==> src/rtl/pc_choose_pkg.sv <==
// ---------------------------------------------------------------------------
// pc_choose_pkg
//   Shared definitions for the program-counter select block:
//   - default bus width and reset vector
//   - pc_src encodings reported alongside the registered PC
// ---------------------------------------------------------------------------
package pc_choose_pkg;

  // Default width of every address bus and of the PC register.
  localparam int unsigned PC_WIDTH_DEFAULT = 32;

  // Default address loaded into PC while reset is asserted.
  localparam logic [31:0] PC_RESET_VECTOR_DEFAULT = 32'h0000_0000;

  // Source of the current PC value. The encoding is visible on the pc_src
  // port, so these values are part of the external interface.
  typedef enum logic [1:0] {
    PCSRC_RESET  = 2'b00,
    PCSRC_SEQ    = 2'b01,
    PCSRC_BRANCH = 2'b10,
    PCSRC_JUMP   = 2'b11
  } pc_src_e;

endpackage : pc_choose_pkg

==> src/rtl/pc_next_sel.sv <==
// ---------------------------------------------------------------------------
// pc_next_sel
//   Purely combinational next-PC selection. Priority is
//   jump > taken branch > sequential (PC + 4).
//
// Ports
//   i_pc4          sequential next address (current PC + 4)
//   i_branch_addr  branch target address
//   i_jump_addr    jump target address
//   i_beq          instruction is branch-if-equal
//   i_bne          instruction is branch-if-not-equal
//   i_zero         ALU zero flag (1 = operands equal)
//   i_jump         instruction is an unconditional jump
//   o_next_addr    selected next address, passed through unmodified
//   o_pc_src       source of o_next_addr
// ---------------------------------------------------------------------------
module pc_next_sel
  import pc_choose_pkg::*;
#(
  parameter int unsigned WIDTH = PC_WIDTH_DEFAULT
) (
  input  logic [WIDTH-1:0] i_pc4,
  input  logic [WIDTH-1:0] i_branch_addr,
  input  logic [WIDTH-1:0] i_jump_addr,
  input  logic             i_beq,
  input  logic             i_bne,
  input  logic             i_zero,
  input  logic             i_jump,
  output logic [WIDTH-1:0] o_next_addr,
  output pc_src_e          o_pc_src
);

  logic w_branch_taken;

  // With beq and bne both set exactly one condition holds, so the branch is
  // always taken; that combination is deliberately not flagged.
  assign w_branch_taken = (i_beq & i_zero) | (i_bne & ~i_zero);

  // Only the selected address reaches the output, so X on an unselected
  // address input cannot leak into the PC.
  always_comb begin
    o_next_addr = i_pc4;
    o_pc_src    = PCSRC_SEQ;
    if (i_jump) begin
      o_next_addr = i_jump_addr;
      o_pc_src    = PCSRC_JUMP;
    end else if (w_branch_taken) begin
      o_next_addr = i_branch_addr;
      o_pc_src    = PCSRC_BRANCH;
    end
  end

endmodule : pc_next_sel

==> src/rtl/pc_choose.sv <==
// ---------------------------------------------------------------------------
// pc_choose
//   Program-counter register. Selects the next PC among PC+4, a branch
//   target and a jump target (via pc_next_sel) and registers it together
//   with a code identifying which source was used.
//
// Ports
//   clk         sole clock, rising-edge active
//   reset       asynchronous active-low reset (0 = reset, 1 = run)
//   PC4         sequential next address (current PC + 4)
//   branchAddr  branch target address
//   jumpAddr    jump target address
//   beq         instruction is branch-if-equal
//   bne         instruction is branch-if-not-equal
//   zero        ALU zero flag (1 = operands equal)
//   jump        instruction is an unconditional jump
//   PC          registered program counter
//   pc_src      registered source of PC (00 reset, 01 PC4, 10 branch, 11 jump)
// ---------------------------------------------------------------------------
module pc_choose
  import pc_choose_pkg::*;
#(
  parameter int unsigned      WIDTH        = PC_WIDTH_DEFAULT,
  parameter logic [WIDTH-1:0] RESET_VECTOR = WIDTH'(PC_RESET_VECTOR_DEFAULT)
) (
  input  logic             clk,
  input  logic             reset,
  input  logic [WIDTH-1:0] PC4,
  input  logic [WIDTH-1:0] branchAddr,
  input  logic [WIDTH-1:0] jumpAddr,
  input  logic             beq,
  input  logic             bne,
  input  logic             zero,
  input  logic             jump,
  output logic [WIDTH-1:0] PC,
  output logic [1:0]       pc_src
);

  logic [WIDTH-1:0] w_next_addr;
  pc_src_e          w_next_src;

  logic [WIDTH-1:0] r_pc;
  pc_src_e          r_pc_src;

  pc_next_sel #(
    .WIDTH (WIDTH)
  ) u_pc_next_sel (
    .i_pc4         (PC4),
    .i_branch_addr (branchAddr),
    .i_jump_addr   (jumpAddr),
    .i_beq         (beq),
    .i_bne         (bne),
    .i_zero        (zero),
    .i_jump        (jump),
    .o_next_addr   (w_next_addr),
    .o_pc_src      (w_next_src)
  );

  // PC and its source code always move together on the same edge; reset
  // takes effect immediately and masks every clock edge while low.
  always_ff @(posedge clk or negedge reset) begin
    if (!reset) begin
      r_pc     <= RESET_VECTOR;
      r_pc_src <= PCSRC_RESET;
    end else begin
      r_pc     <= w_next_addr;
      r_pc_src <= w_next_src;
    end
  end

  assign PC     = r_pc;
  assign pc_src = r_pc_src;

endmodule : pc_choose

==> config.mk <==
export PLATFORM = sky130hd
export DESIGN_NAME = pc_choose
export DESIGN_NICKNAME = d
export VERILOG_FILES = /design/src/rtl/pc_choose_pkg.sv /design/src/rtl/pc_next_sel.sv /design/src/rtl/pc_choose.sv
export SDC_FILE = /design/constraint.sdc
export NUM_CORES = 1
export LEC_CHECK = 0
export CAP_MARGIN = 10
export CORE_MARGIN = 4
export CORE_UTILIZATION = 28
export DETAILED_ROUTE_END_ITERATION = 7
export PLACE_DENSITY = 0.77
export SETUP_SLACK_MARGIN = 0.3
export SLEW_MARGIN = 40
export SYNTH_ARGS = -nofsm -noshare
export SYNTH_HDL_FRONTEND = slang
export SYNTH_SLANG_ARGS = --single-unit
export TNS_END_PERCENT = 50
==> constraint.sdc <==
create_clock -name clk -period 0.8 [get_ports clk]
set_input_delay 0.2 -clock clk [delete_from_list [all_inputs] [get_ports clk]]
set_output_delay 0.2 -clock clk [all_outputs]
set_load 0.02 [all_outputs]
# Word-level counts from Yosys, hierarchy flattened

Index checks and enable logic that the tools add are counted.

Mux-type cells: 4
Bitwise gates (word level): 4

Operator list:

| operator           | number |
|---|---|
| two-way mux 32 bit | 2 |
| two-way mux 2 bit  | 2 |
| bitwise AND 1 bit  | 2 |
| inverter 1 bit     | 1 |
| bitwise OR 1 bit   | 1 |

Flip-flop bits (word level): 34
Input port bits: 102
Word-level logic and storage cells: 10

# Longest topological paths before layout

Depth after elaboration: 5
Depth in mapped cells: 5
Gate-level depth less buffers: 3

# Cells and area by module

A second synthesis with hierarchy kept.

Cells, all modules: 113
Area total of the unflattened synthesis: 1510.2 µm²

By module, submodules not included:

| module      | times used | cells an instance | area an instance (µm²) |
|---|---|---|---|
| pc_choose   | 1          | 34                | 850.8 |
| pc_next_sel | 1          | 79                | 659.4 |

# Worst setup path before layout

No wires, ideal clock.

Path type: input-to-reg
From: in zero
To: reg r_pc[22] (netlist: PC[22])
Arrival time: 0.990 ns
Data required time: 0.674 ns
Setup slack: -0.316 ns
Stages on the path: 4
Path through: mux2i_1 -> nor2_2 -> buf_6 -> a221o_1

Cells in the longest elaborated chain, start to end: 5
Elaborated cells between the ends (all ways): 6
Classes of those cells: mux (2); bitwise (4)

RTL lines:

| what                              | RTL line          | source |
|---|---|---|
| start: declaration                | pc_choose.sv:33   | `input logic zero,` |
| inverter 1 bit                    | pc_next_sel.sv:37 | `assign w_branch_taken = (i_beq & i_zero) \| (i_bne & ~i_zero);` |
| bitwise AND 1 bit                 | pc_next_sel.sv:37 |  |
| bitwise OR 1 bit (*)              | pc_next_sel.sv:37 |  |
| two-way mux 32 bit (*)            | pc_next_sel.sv:47 | `end else if (w_branch_taken) begin` |
| two-way mux 32 bit (*)            | pc_next_sel.sv:44 | `if (i_jump) begin` |
| net u_pc_next_sel.o_next_addr[22] | pc_next_sel.sv:29 | `output logic [WIDTH-1:0] o_next_addr,` |
| end signal: assignment            | pc_choose.sv:66   | `r_pc <= w_next_addr;` |
| end: declaration                  | pc_choose.sv:42   | `logic [WIDTH-1:0] r_pc;` |

Mark *: on every way through the listed nets, which the timed path passes. The rest lies on a longest branch.

# Worst setup path in the final report

From: in zero
To: reg r_pc[1] (netlist: PC[1])

The elaborated chain is that of the path after synthesis.

==> out/qor.txt <==
Result of the run: finished with violations
Failing checks: hold timing, setup timing
Critical Path, Cell by Cell: buf_6 > mux2i_2 > buf_4 > nor2_4 > buf_12 > buf_16 > a221o_1
Final hold slack: -0.1272 ns
Initial Util: 29.20%
Max Cap Viol: 0
Final worst slack: -0.3144 ns
Initial antenna violation count: 0
Clock tree from TritonCTS: built
DR vias/cell: 4.473
Post-Syn Area per Cell: 13.36 sq um
Leakage Power: 1.413 nW
DRC viols: 0
CTS buffer count: 5
First-pass GRT wire length: 7921 um
Worst hold path type: input pin to asynchronous set/reset pin
Delay-heaviest family, CP: buffers and inverters
Most frequent cells in the layout: 96 x clkdlybuf4s50_1, 34 x dfrtp_1, 34 x buf_6
Levels on crit path: 7
Max Clk Rate: 897.3 MHz
Via count: 1485
HPWL after DPL: 3617 um
Worst-path maximum fanout: 8
Post-synthesis cell area: 0.001510 sq mm
Max-slew violation count: 0
CP endpoint kind: flop
Die area: 0.006632 sq mm
Post-Route WL: 5305 um
WP buf/inv: 4
Avg WL per Cell: 15.98 um
Root Driver: clkbuf_8
Die Ht: 81.44 um
Layout area overhead: 117.8%
Vias in the first global route: 1562
Placed insts: 314
Fin nets: 363
Final Hold Fails: 34
Layout cells sized above 1: 25.95%
Grt ovf: 0
Max_slew headroom: 77.40%
Number of routed nets with antenna violations: 0
Routability cong.: 0.6694
Layout Cells excl Fill: 332
Crit-path slowest cell: a221o_1
Clk slew on worst S/H paths: 0.07 ns
Syn_nets: 215
Worst Path Arrival: 1.28 ns
Synth Instances: 113
IO buf count: 135
Largest buffer count on any clock path: 2
Register area share after synthesis: 56.34%
Count of cell types in the netlist: 10
RSZ-0062 raised after global routing: yes
Pwr Density: 1540 mW/mm^2
Final worst path period share: 139.3%
Slew @ Worst Pin: 0.3383 ns
ANT cells: 0
Critical path class: input pin to flop
Setup crit start kind: input pin
Core Box Area: 0.005172 sq mm
Synth warnings: 0
Die W: 81.44 um
#FFs+latches synth: 34
Final setup fails: 68
Peak VDD IR: 0.7840 mV
Clock period minus worst slack: 1.114 ns
I/O pin cnt: 136
Total GRT Usage: 16.00%
Fillers: 405
Pre-antenna DRT Iters: 4
Most common library cell in the layout ignoring fill and taps: clkdlybuf4s50_1
Post-place setup slack: -0.8811 ns
CP peak stage delay: 0.31 ns
Row Count: 26
H-tree depth: 2
Clock sink count: 34
CP required: 0.96 ns
Largest net degree at the start of global routing: 35
Detailed Route Iter0 Violations: 40
Overall Power: 5.065 mW
==> layer usage <==
| metal | wire length (um) | part of all wire (%) | track usage [%] |
|---|---|---|---|
| met5 | 0 | 0 | 0 |
| met4 | 48 | 0.90 | 5.236 |
| met3 | 514 | 9.7 | 3.618 |
| met2 | 2737 | 52 | 27.85 |
| met1 | 2006 | 38 | 19.49 |
==> synthesized netlist by cell type, drive strengths merged <==
cell type  count  area share, %
dfrtp         34             56
a221o         32             21
and2          32             13
buf            7            6.0
clkbuf         3           0.75
inv            2           0.50
mux2i          1           0.66
nor2           1           0.41
nor2b          1           0.91
==> flip-flops by register name, indices dropped and copies added (netlist names) <==
signal  cells
pc_src      2
PC         32
==> power by group <==
part	leakage, nW	internal, mW	switching, mW	total (mW)
clock network	0.0575	0.869	0.583	1.45
registers	0.406	1.88	0.0740	1.96
logic	0.950	1.06	0.592	1.66
==> worst paths after layout <==
path / start / endpoint / slack [ns]
hold / removal: reset / PC[18]$_DFF_PN0_ / -0.13
setup / recovery: zero / PC[1]$_DFF_PN0_ / -0.31
max in group asynchronous: reset / PC[5]$_DFF_PN0_ / 0.74
min in group clk: jump / pc_src[1]$_DFF_PN0_ / 0.42
==> metrics by stage <==
stage,TNS [ns],utilization [%],area (sq um)
2_1_floorplan,-9.789,-,1514
3_5_place_dp,-39.41,56.87,2942
5_1_grt,-17.28,63.59,3289
4_1_cts,-16.08,63.72,3296
3_3_place_gp,-38.36,56.87,2942
6_report,-15.30,63.59,3289
==> timing repair <==
item	4_1_cts	5_1_grt
hold endpoints to repair	34	34
setup buffers	5	0
resized for setup	222	4
endpoints found under the setup margin	68	68
pin swaps	33	1
gates cloned	5	0
==> final cells by class <==
cell class              instances  area [sq um]  area share [%]
flip-flops and latches         34         850.8           25.87
repair buffers                151          1674           50.89
multi-input cells              67         559.3           17.00
clock buffers                   8         110.1           3.347
well taps                      70         87.58           2.663
inverters                       2         7.507          0.2282
==> cells by family after synthesis <==
kind of cell           synth area share, %
and+or+nand+nor                      14.58
AOI/OAI and AO/OA                    21.21
muxes                               0.6628
DFF                                  56.34
buffers and inverters                7.208
Power figures use the tool's default switching activity.
